### src/rtl/ip_tx_arbiter.sv
// Frame-granular round-robin arbiter sharing one 4-bit nibble TX path between
// NUM_REQ frame sources, with inter-frame gap and stall abort. rst_i is async active-low.
module ip_tx_arbiter #(
    parameter int NUM_REQ     = 2,
    parameter int IFG_NIBBLES = 24,
    parameter int STALL_MAX   = 64
) (
    input  logic                 clk_i,
    input  logic                 rst_i,
    input  logic [NUM_REQ-1:0]   req_i,
    input  logic [4*NUM_REQ-1:0] din_i,
    input  logic [NUM_REQ-1:0]   valid_i,
    input  logic [NUM_REQ-1:0]   last_i,
    output logic [NUM_REQ-1:0]   grant_o,
    output logic [3:0]           dout_o,
    output logic                 dout_valid_o,
    output logic                 busy_o,
    output logic                 err_o
);
    localparam int IDX_W   = $clog2(NUM_REQ);
    localparam int STALL_W = $clog2(STALL_MAX + 1);
    localparam int GAP_W   = (IFG_NIBBLES > 0) ? $clog2(IFG_NIBBLES + 1) : 1;
    localparam logic [STALL_W-1:0] STALL_LAST = STALL_W'(STALL_MAX - 1);
    localparam logic [GAP_W-1:0]   GAP_LAST   = (IFG_NIBBLES > 0) ? GAP_W'(IFG_NIBBLES - 1) : '0;

    typedef enum logic [1:0] {IDLE, XFER, GAP} state_t;

    state_t               state_q, state_d;
    logic [NUM_REQ-1:0]   grant_q, grant_d;
    logic [IDX_W-1:0]     sel_q, sel_d;
    logic [IDX_W-1:0]     rr_q, rr_d;
    logic [STALL_W-1:0]   stall_q, stall_d;
    logic [GAP_W-1:0]     gap_q, gap_d;
    logic [3:0]           dout_q, dout_d;
    logic                 dout_valid_q, dout_valid_d;
    logic                 err_q, err_d;

    logic                 any_req;
    logic [IDX_W-1:0]     arb_idx;
    logic [IDX_W:0]       cand;
    logic [IDX_W-1:0]     rr_next;
    logic                 cur_valid;
    logic                 cur_last;
    logic [3:0]           cur_din;

    assign any_req   = |req_i;
    assign cur_valid = valid_i[sel_q];
    assign cur_last  = last_i[sel_q];
    assign cur_din   = din_i[{sel_q, 2'b00} +: 4];
    assign rr_next   = (sel_q == IDX_W'(NUM_REQ - 1)) ? '0 : sel_q + 1'b1;

    // Scan offsets from high to low so the smallest offset from rr_q wins.
    always_comb begin
        arb_idx = '0;
        cand    = '0;
        for (int k = NUM_REQ - 1; k >= 0; k--) begin
            cand = {1'b0, rr_q} + (IDX_W + 1)'(k);
            if (cand >= (IDX_W + 1)'(NUM_REQ)) cand = cand - (IDX_W + 1)'(NUM_REQ);
            if (req_i[cand[IDX_W-1:0]]) arb_idx = cand[IDX_W-1:0];
        end
    end

    always_comb begin
        // NOTE: every signal driven here gets a default first, so no latch is inferred.
        state_d      = state_q;
        grant_d      = grant_q;
        sel_d        = sel_q;
        rr_d         = rr_q;
        stall_d      = stall_q;
        gap_d        = gap_q;
        dout_d       = '0;
        dout_valid_d = 1'b0;
        err_d        = 1'b0;
        unique case (state_q)
            IDLE: begin
                if (any_req) begin
                    grant_d          = '0;
                    grant_d[arb_idx] = 1'b1;
                    sel_d            = arb_idx;
                    stall_d          = '0;
                    state_d          = XFER;
                end
            end
            XFER: begin
                if (cur_valid) begin
                    dout_d       = cur_din;
                    dout_valid_d = 1'b1;
                    stall_d      = '0;
                    if (cur_last) begin
                        grant_d = '0;
                        rr_d    = rr_next;
                        gap_d   = '0;
                        state_d = (IFG_NIBBLES == 0) ? IDLE : GAP;
                    end
                end else if (stall_q == STALL_LAST) begin
                    err_d   = 1'b1;
                    grant_d = '0;
                    rr_d    = rr_next;
                    stall_d = '0;
                    gap_d   = '0;
                    state_d = (IFG_NIBBLES == 0) ? IDLE : GAP;
                end else begin
                    stall_d = stall_q + 1'b1;
                end
            end
            GAP: begin
                if (gap_q == GAP_LAST) begin
                    gap_d   = '0;
                    state_d = IDLE;
                end else begin
                    gap_d = gap_q + 1'b1;
                end
            end
            default: state_d = IDLE;
        endcase
    end

    // NOTE: state registers use non-blocking assignments so every flop samples pre-edge values.
    always_ff @(posedge clk_i or negedge rst_i) begin
        if (!rst_i) begin
            state_q      <= IDLE;
            grant_q      <= '0;
            sel_q        <= '0;
            rr_q         <= '0;
            stall_q      <= '0;
            gap_q        <= '0;
            dout_q       <= '0;
            dout_valid_q <= 1'b0;
            err_q        <= 1'b0;
        end else begin
            state_q      <= state_d;
            grant_q      <= grant_d;
            sel_q        <= sel_d;
            rr_q         <= rr_d;
            stall_q      <= stall_d;
            gap_q        <= gap_d;
            dout_q       <= dout_d;
            dout_valid_q <= dout_valid_d;
            err_q        <= err_d;
        end
    end

    assign grant_o      = grant_q;
    assign dout_o       = dout_q;
    assign dout_valid_o = dout_valid_q;
    assign busy_o       = (state_q != IDLE);
    assign err_o        = err_q;

endmodule

### config.mk
export PLATFORM = sky130hd
export DESIGN_NAME = ip_tx_arbiter
export DESIGN_NICKNAME = d
export VERILOG_FILES = /design/src/rtl/ip_tx_arbiter.sv
export SDC_FILE = /design/constraint.sdc
export NUM_CORES = 1
export LEC_CHECK = 0
export ABC_CLOCK_PERIOD_IN_PS = 3600
export CAP_MARGIN = 10
export CORE_MARGIN = 3
export CORE_UTILIZATION = 35
export CTS_BUF_LIST = sky130_fd_sc_hd__clkbuf_8
export DETAILED_ROUTE_END_ITERATION = 12
export REMOVE_ABC_BUFFERS = 1
export SLEW_MARGIN = 10
export SYNTH_ARGS = -nofsm -noshare
export SYNTH_HDL_FRONTEND = slang
export SYNTH_SLANG_ARGS = --single-unit
### constraint.sdc
create_clock -name clk_i -period 3.6 [get_ports clk_i]
set_clock_uncertainty 0.2 [all_clocks]
set_input_delay 0.72 -clock clk_i [delete_from_list [all_inputs] [get_ports clk_i]]
set_output_delay 0.72 -clock clk_i [all_outputs]
set_load 0.005 [all_outputs]
==> flow_summary.json, run 1 <==
{
  "track_usage": 0.1357,
  "drt_iter0_markers": 17,
  "period_needed_ns": 2.497,
  "area_growth_pct": 26.16,
  "std_cell_rows": 21,
  "synth-seq-cells": 24,
  "cts.clk_slew.worst_paths_ns": 0.08,
  "finalNetCount": 161,
  "drive_above_1_share": 0.1408,
  "path_cells": "nor2_1 > inv_1 > clkdlybuf4s50_1",
  "p_leak_nw": 0.7084,
  "vias_per_cell": 4.941,
  "gp_congestion": 0.8169,
  "path_class": "reg -> out",
  "cts_hold_buffers": 0,
  "dr.pass1.iters": 4,
  "hold_violations": 0,
  "place_ws_ns": 1.250,
  "crit_family": "buffers and inverters",
  "final_cells": 188,
  "clock.fmax_mhz": 400.5,
  "die_height_um": 66.30,
  "finalCritPeriodShare": 0.6936,
  "yosysMostFrequentCell": "dfrtp_1",
  "ctsResizeCount": 0,
  "yosys_most_used_dff": "dfrtp_1",
  "finalSetupViolCount": 0,
  "cts_max_path_buffers": 2,
  "cp_slowest_cell": "dfrtp_1",
  "cp_max_fo": 10,
  "grt_pass1_wl_um": 4450,
  "syn_area_sq_mm": 0.001272,
  "via_count": 929,
  "relSlewSlack": 0.6135,
  "core_sq_mm": 0.003416,
  "die_w_um": 66.30,
  "grt_pass1_vias": 930,
  "synthArstFlopShare": 1.000,
  "avgSynthCellArea_sq_um": 10.97,
  "die-area_sq_mm": 0.004395,
  "cts_root_buf": "clkbuf_8",
  "wl_per_cell_um": 13.32,
  "syn-instance-count": 116,
  "numCtsBuffers": 3,
  "critPathMaxStageDelay_ns": 0.51,
  "synth_area_leaders": "dfrtp_1 47%, mux2i_1 3.9%, nand2_1 3.5%",
  "finalMaxSlewViolations": 0,
  "drc": 0,
  "rsz0062_at_grt": "false",
  "clock-sinks": 24,
  "cp-end-kind": "primary output",
  "synth.distinct_cells": 40,
  "start_util": 0.3725,
  "port_buffers": 24,
  "finalWorstSetupSlack_ns": 1.103,
  "crit_required_ns": 2.68,
  "reg2reg_from": "sel_q",
  "clk_latency_ns": 0.27,
  "wirelength_um": 2505,
  "ys_seq_area_frac": 0.4720,
  "status": "complete, no violations",
  "wl_met3_um": 170,
  "yosys_warnings": 0,
  "grt-ovfl-total": 0,
  "dp.cells": 184,
  "final_antenna_net_count": 0,
  "antenna_cells": 0,
  "ys_top_cells_by_count": "24 x dfrtp_1, 12 x nand2_1, 12 x nor2_1, 7 x nand3_1",
  "cts_max_level": 1,
  "tritoncts": "yes",
  "tightest_slew_ns": 0.5798,
  "p_per_area_mw_per_mm2": 681.7,
  "synth_top_area_cell": "dfrtp_1",
  "post_cts_buffers": 0,
  "antenna_found_initial": 0,
  "cp-start-kind": "flop",
  "arrival_ns": 1.58,
  "drv_cap": 0,
  "ir_drop_mv": 0.3612,
  "synth_edf_count": 0,
  "synth_top_cell_area_share": 0.4720,
  "grt_start_max_net_pins": 25,
  "met1Wirelength_um": 1179,
  "total_power_mw": 1.094,
  "hp-start": "grant_o[0]",
  "crit_buf_inv": 2,
  "met2_length_um": 1118,
  "hp-class": "reg -> reg",
  "startpoint": "state_q[1]",
  "setup_tns_ns": 0,
  "dr.max_layer_used": "met4",
  "io_pins": 25,
  "dp_hpwl_um": 1955
}
-- registers in the layout, indices dropped and copies added (netlist names) --
| register | cells |
|---|---|
| stall_q | 7 |
| gap_q | 5 |
| dout_o | 4 |
| grant_o | 2 |
| state_q | 2 |
| dout_valid_o | 1 |
| err_o | 1 |
| rr_q | 1 |
| sel_q | 1 |
-- per-stage QoR --
stage,utilization,hold WS [ns],cell area (sq um)
after detailed placement,0.4538,0.2789,1550
after CTS,0.4700,0.2951,1605
final,0.4700,0.2919,1605
after floorplan,-,0.2244,1245
after global placement,0.4538,0.2717,1550
after global routing,0.4700,0.3303,1605
-- power breakdown --
group	total [mW]	internal, mW	switching, mW
clock network	0.184	0.0977	0.0866
registers	0.441	0.342	0.0988
logic	0.469	0.250	0.219
-- worst reg2reg max path, delay by kind of cell, from the launching register on --
family             cells  cell delay, ns
AOI/OAI and AO/OA      2            0.36
DFF                    1            0.72
muxes                  1            0.45
and+or+nand+nor        1            0.16
-- path summary, 6_finish.rpt --
kind / to / slack [ns] / cells after the start
max: busy_o / 1.10 / 3
min: grant_o[0] / 0.29 / 1
max reg2reg: grant_o[1] / 1.61 / 4
min reg2reg: grant_o[0] / 0.29 / 1
max in group asynchronous: err_o / 2.35 / 2
min in group asynchronous: stall_q[5] / 0.61 / 2
-- cell usage in the layout, fill, tap and decap left out, types with 4 or more instances in the layout --
master           synthesis  layout
clkbuf_8                 0       4
clkdlybuf4s50_1          0      24
xnor2_1                  5       5
nand2_1                 12      12
mux2i_1                  5       5
o21ai_0                  4       4
dfrtp_1                 24      24
nor2_1                  12      12
inv_1                    5       5
nand3_1                  7       7
-- cells by family after synthesis --
| group | after synthesis | synth area share |
|---|---|---|
| buffers and inverters | 8 | 0.03638 |
| muxes | 7 | 0.06588 |
| xor gates and xnor gates | 5 | 0.03441 |
| and+or+nand+nor | 49 | 0.2035 |
| DFF | 24 | 0.4720 |
| adders and majority gates | 2 | 0.01966 |
| AOI/OAI and AO/OA | 21 | 0.1682 |
-- area by class of cell --
class	count	area, sq um
clock buffer	4	55.05
fill	346	1810
inverter	5	18.77
multi-input combinational	84	625.6
sequential	24	600.6
tap	46	57.56
timing repair buffer	25	247.7
-- routing by layer --
layer	vias to the layer above	global-route usage
met5	-	0
met4	0	0.04569
met3	4	0.04252
met2	26	0.2057
met1	437	0.1818
li1	462	-
(Power assumes the default switching activity.)
==> run 2: changes to the inputs <==
- ABC_CLOCK_PERIOD_IN_PS: 3600 -> 2500
- clock period: 3.6 -> 2.5 ns (I/O delays scaled with it)
==> run 2 against run 1 <==
Net effect:
- wire length increased by 0.52%
- clock power is 46% higher
- count of clock-buffer cells in the layout did not move
- critical path depth stayed put
- combinational power grew 43%
- sequential power is 44% higher
- worst setup slack got worse by 0.85 ns
- register-to-register slack lost 1.1 ns
- die area stayed put
- via count increased by 1.7%
- largest cell class unchanged
- highest routed layer unchanged
==> flow_summary.json, run 2 (synthesis gave the netlist of run 1 again) <==
{
  "total_power_mw": 1.575,
  "crit_required_ns": 1.80,
  "wirelength_um": 2518,
  "r2r_slack_ns": 0.51,
  "cp_max_fo": 10,
  "reg2reg_to": "grant_o[1]",
  "startpoint": "state_q[1]",
  "status": "complete, no violations",
  "finalMaxSlewViolations": 0,
  "clk_latency_ns": 0.27,
  "cp-start-kind": "flop",
  "rsz0062_at_grt": "false",
  "finalCritPeriodShare": 0.8977,
  "grt_pass1_vias": 983,
  "top_register": "stall_q",
  "cts_max_level": 1,
  "final_antenna_net_count": 0,
  "port_buffers": 24,
  "hp-class": "reg -> reg",
  "cts_hold_buffers": 0,
  "drt_iter0_markers": 30,
  "finalSetupViolCount": 0,
  "p_leak_nw": 0.7084,
  "vias_per_cell": 5.027,
  "finalNetCount": 161,
  "via_count": 945,
  "fin_util": 0.4700,
  "arrival_ns": 1.54,
  "setup_tns_ns": 0,
  "ctsResizeCount": 0,
  "stdcell_area_sq_mm": 0.001605,
  "drc": 0,
  "grt_pass1_wl_um": 4533,
  "period_needed_ns": 2.244,
  "antenna_found_initial": 0,
  "tritoncts": "yes",
  "antenna_cells": 0,
  "die_height_um": 66.30,
  "clock-sinks": 24,
  "cts.clk_slew.worst_paths_ns": 0.09,
  "drv_cap": 0,
  "start_util": 0.3725,
  "largest_reg_flops": 7,
  "std_cell_rows": 21,
  "drive_above_1_share": 0.1408,
  "io_pins": 25,
  "placed_area_sq_mm": 0.001550,
  "path_class": "reg -> out",
  "gp_congestion": 0.8184,
  "clock.fmax_mhz": 445.6,
  "grt_start_max_net_pins": 25,
  "hold_violations": 0,
  "rr_worst_depth": 4,
  "die-area_sq_mm": 0.004395,
  "p_per_area_mw_per_mm2": 981.2,
  "cp-endpoint": "busy_o",
  "cp-end-kind": "primary output",
  "track_usage": 0.1370,
  "ir_drop_mv": 0.4603,
  "core_sq_mm": 0.003416,
  "numCtsBuffers": 3,
  "cts_root_buf": "clkbuf_8",
  "relSlewSlack": 0.6227,
  "wl_per_cell_um": 13.39,
  "post_cts_buffers": 0,
  "tightest_slew_ns": 0.5659,
  "dp_hpwl_um": 1967,
  "reg2reg_from": "sel_q",
  "area_growth_pct": 26.16,
  "grt-ovfl-total": 0,
  "cts_max_path_buffers": 2,
  "most-common-layout-cells": "24 x dfrtp_1, 24 x clkdlybuf4s50_1, 12 x nand2_1, 12 x nor2_1, 7 x nand3_1",
  "dr.pass1.iters": 4,
  "die_w_um": 66.30
}
-- run 2: cell counts in the layout (fill, tap and decap cells not counted) --
Identical to the previous run, type by type.
-- run 2: per-layer routing --
| layer | part of all wire | GRT usage | vias up |
|---|---|---|---|
| li1 | - | - | 455 |
| met2 | 0.45 | 0.2193 | 32 |
| met1 | 0.45 | 0.1665 | 451 |
| met4 | 0.027 | 0.06599 | 0 |
| met5 | 0 | 0 | - |
| met3 | 0.069 | 0.04082 | 7 |
-- run 2: area by class of cell --
cell class | instances | area, sq um
clock buffer | 4 | 55.05
tap | 46 | 57.56
timing repair buffer | 25 | 247.7
multi-input combinational | 84 | 625.6
inverter | 5 | 18.77
sequential | 24 | 600.6
fill | 332 | 1810
-- run 2: how the worst min path moves through the flow --
stage	start	to	depth (start not counted)	slack, ns
2_1_floorplan	rst_i	dout_o[0]	0	0.004
3_3_place_gp	grant_o[0]	grant_o[0]	1	0.27
3_5_place_dp	grant_o[0]	grant_o[0]	1	0.28
4_1_cts	grant_o[0]	grant_o[0]	1	0.30
5_1_grt	grant_o[0]	grant_o[0]	1	0.32
6_report	grant_o[0]	grant_o[0]	1	0.29
-- run 2: per-stage QoR --
stage                     hold slack [ns]  setup slack (ns)  cells
after global routing               0.3204            0.1544    188
final                              0.2934            0.2557    188
after detailed placement           0.2763            0.3468    184
after floorplan                  0.004409            0.7157    113
after global placement             0.2718            0.3613    184
after CTS                          0.3007            0.2551    188
-- run 2: critical path: stages (launching register included) --
cell and delay, ns:
dfrtp_1 0.52, nor2_1 0.25, inv_1 0.07, clkdlybuf4s50_1 0.44
-- run 2: power by group --
| group | switching [mW] | internal (mW) | leakage (nW) |
|---|---|---|---|
| Sequential | 0.142 | 0.492 | 0.318 |
| Clock | 0.128 | 0.141 | 0.0288 |
| Combinational | 0.311 | 0.361 | 0.361 |
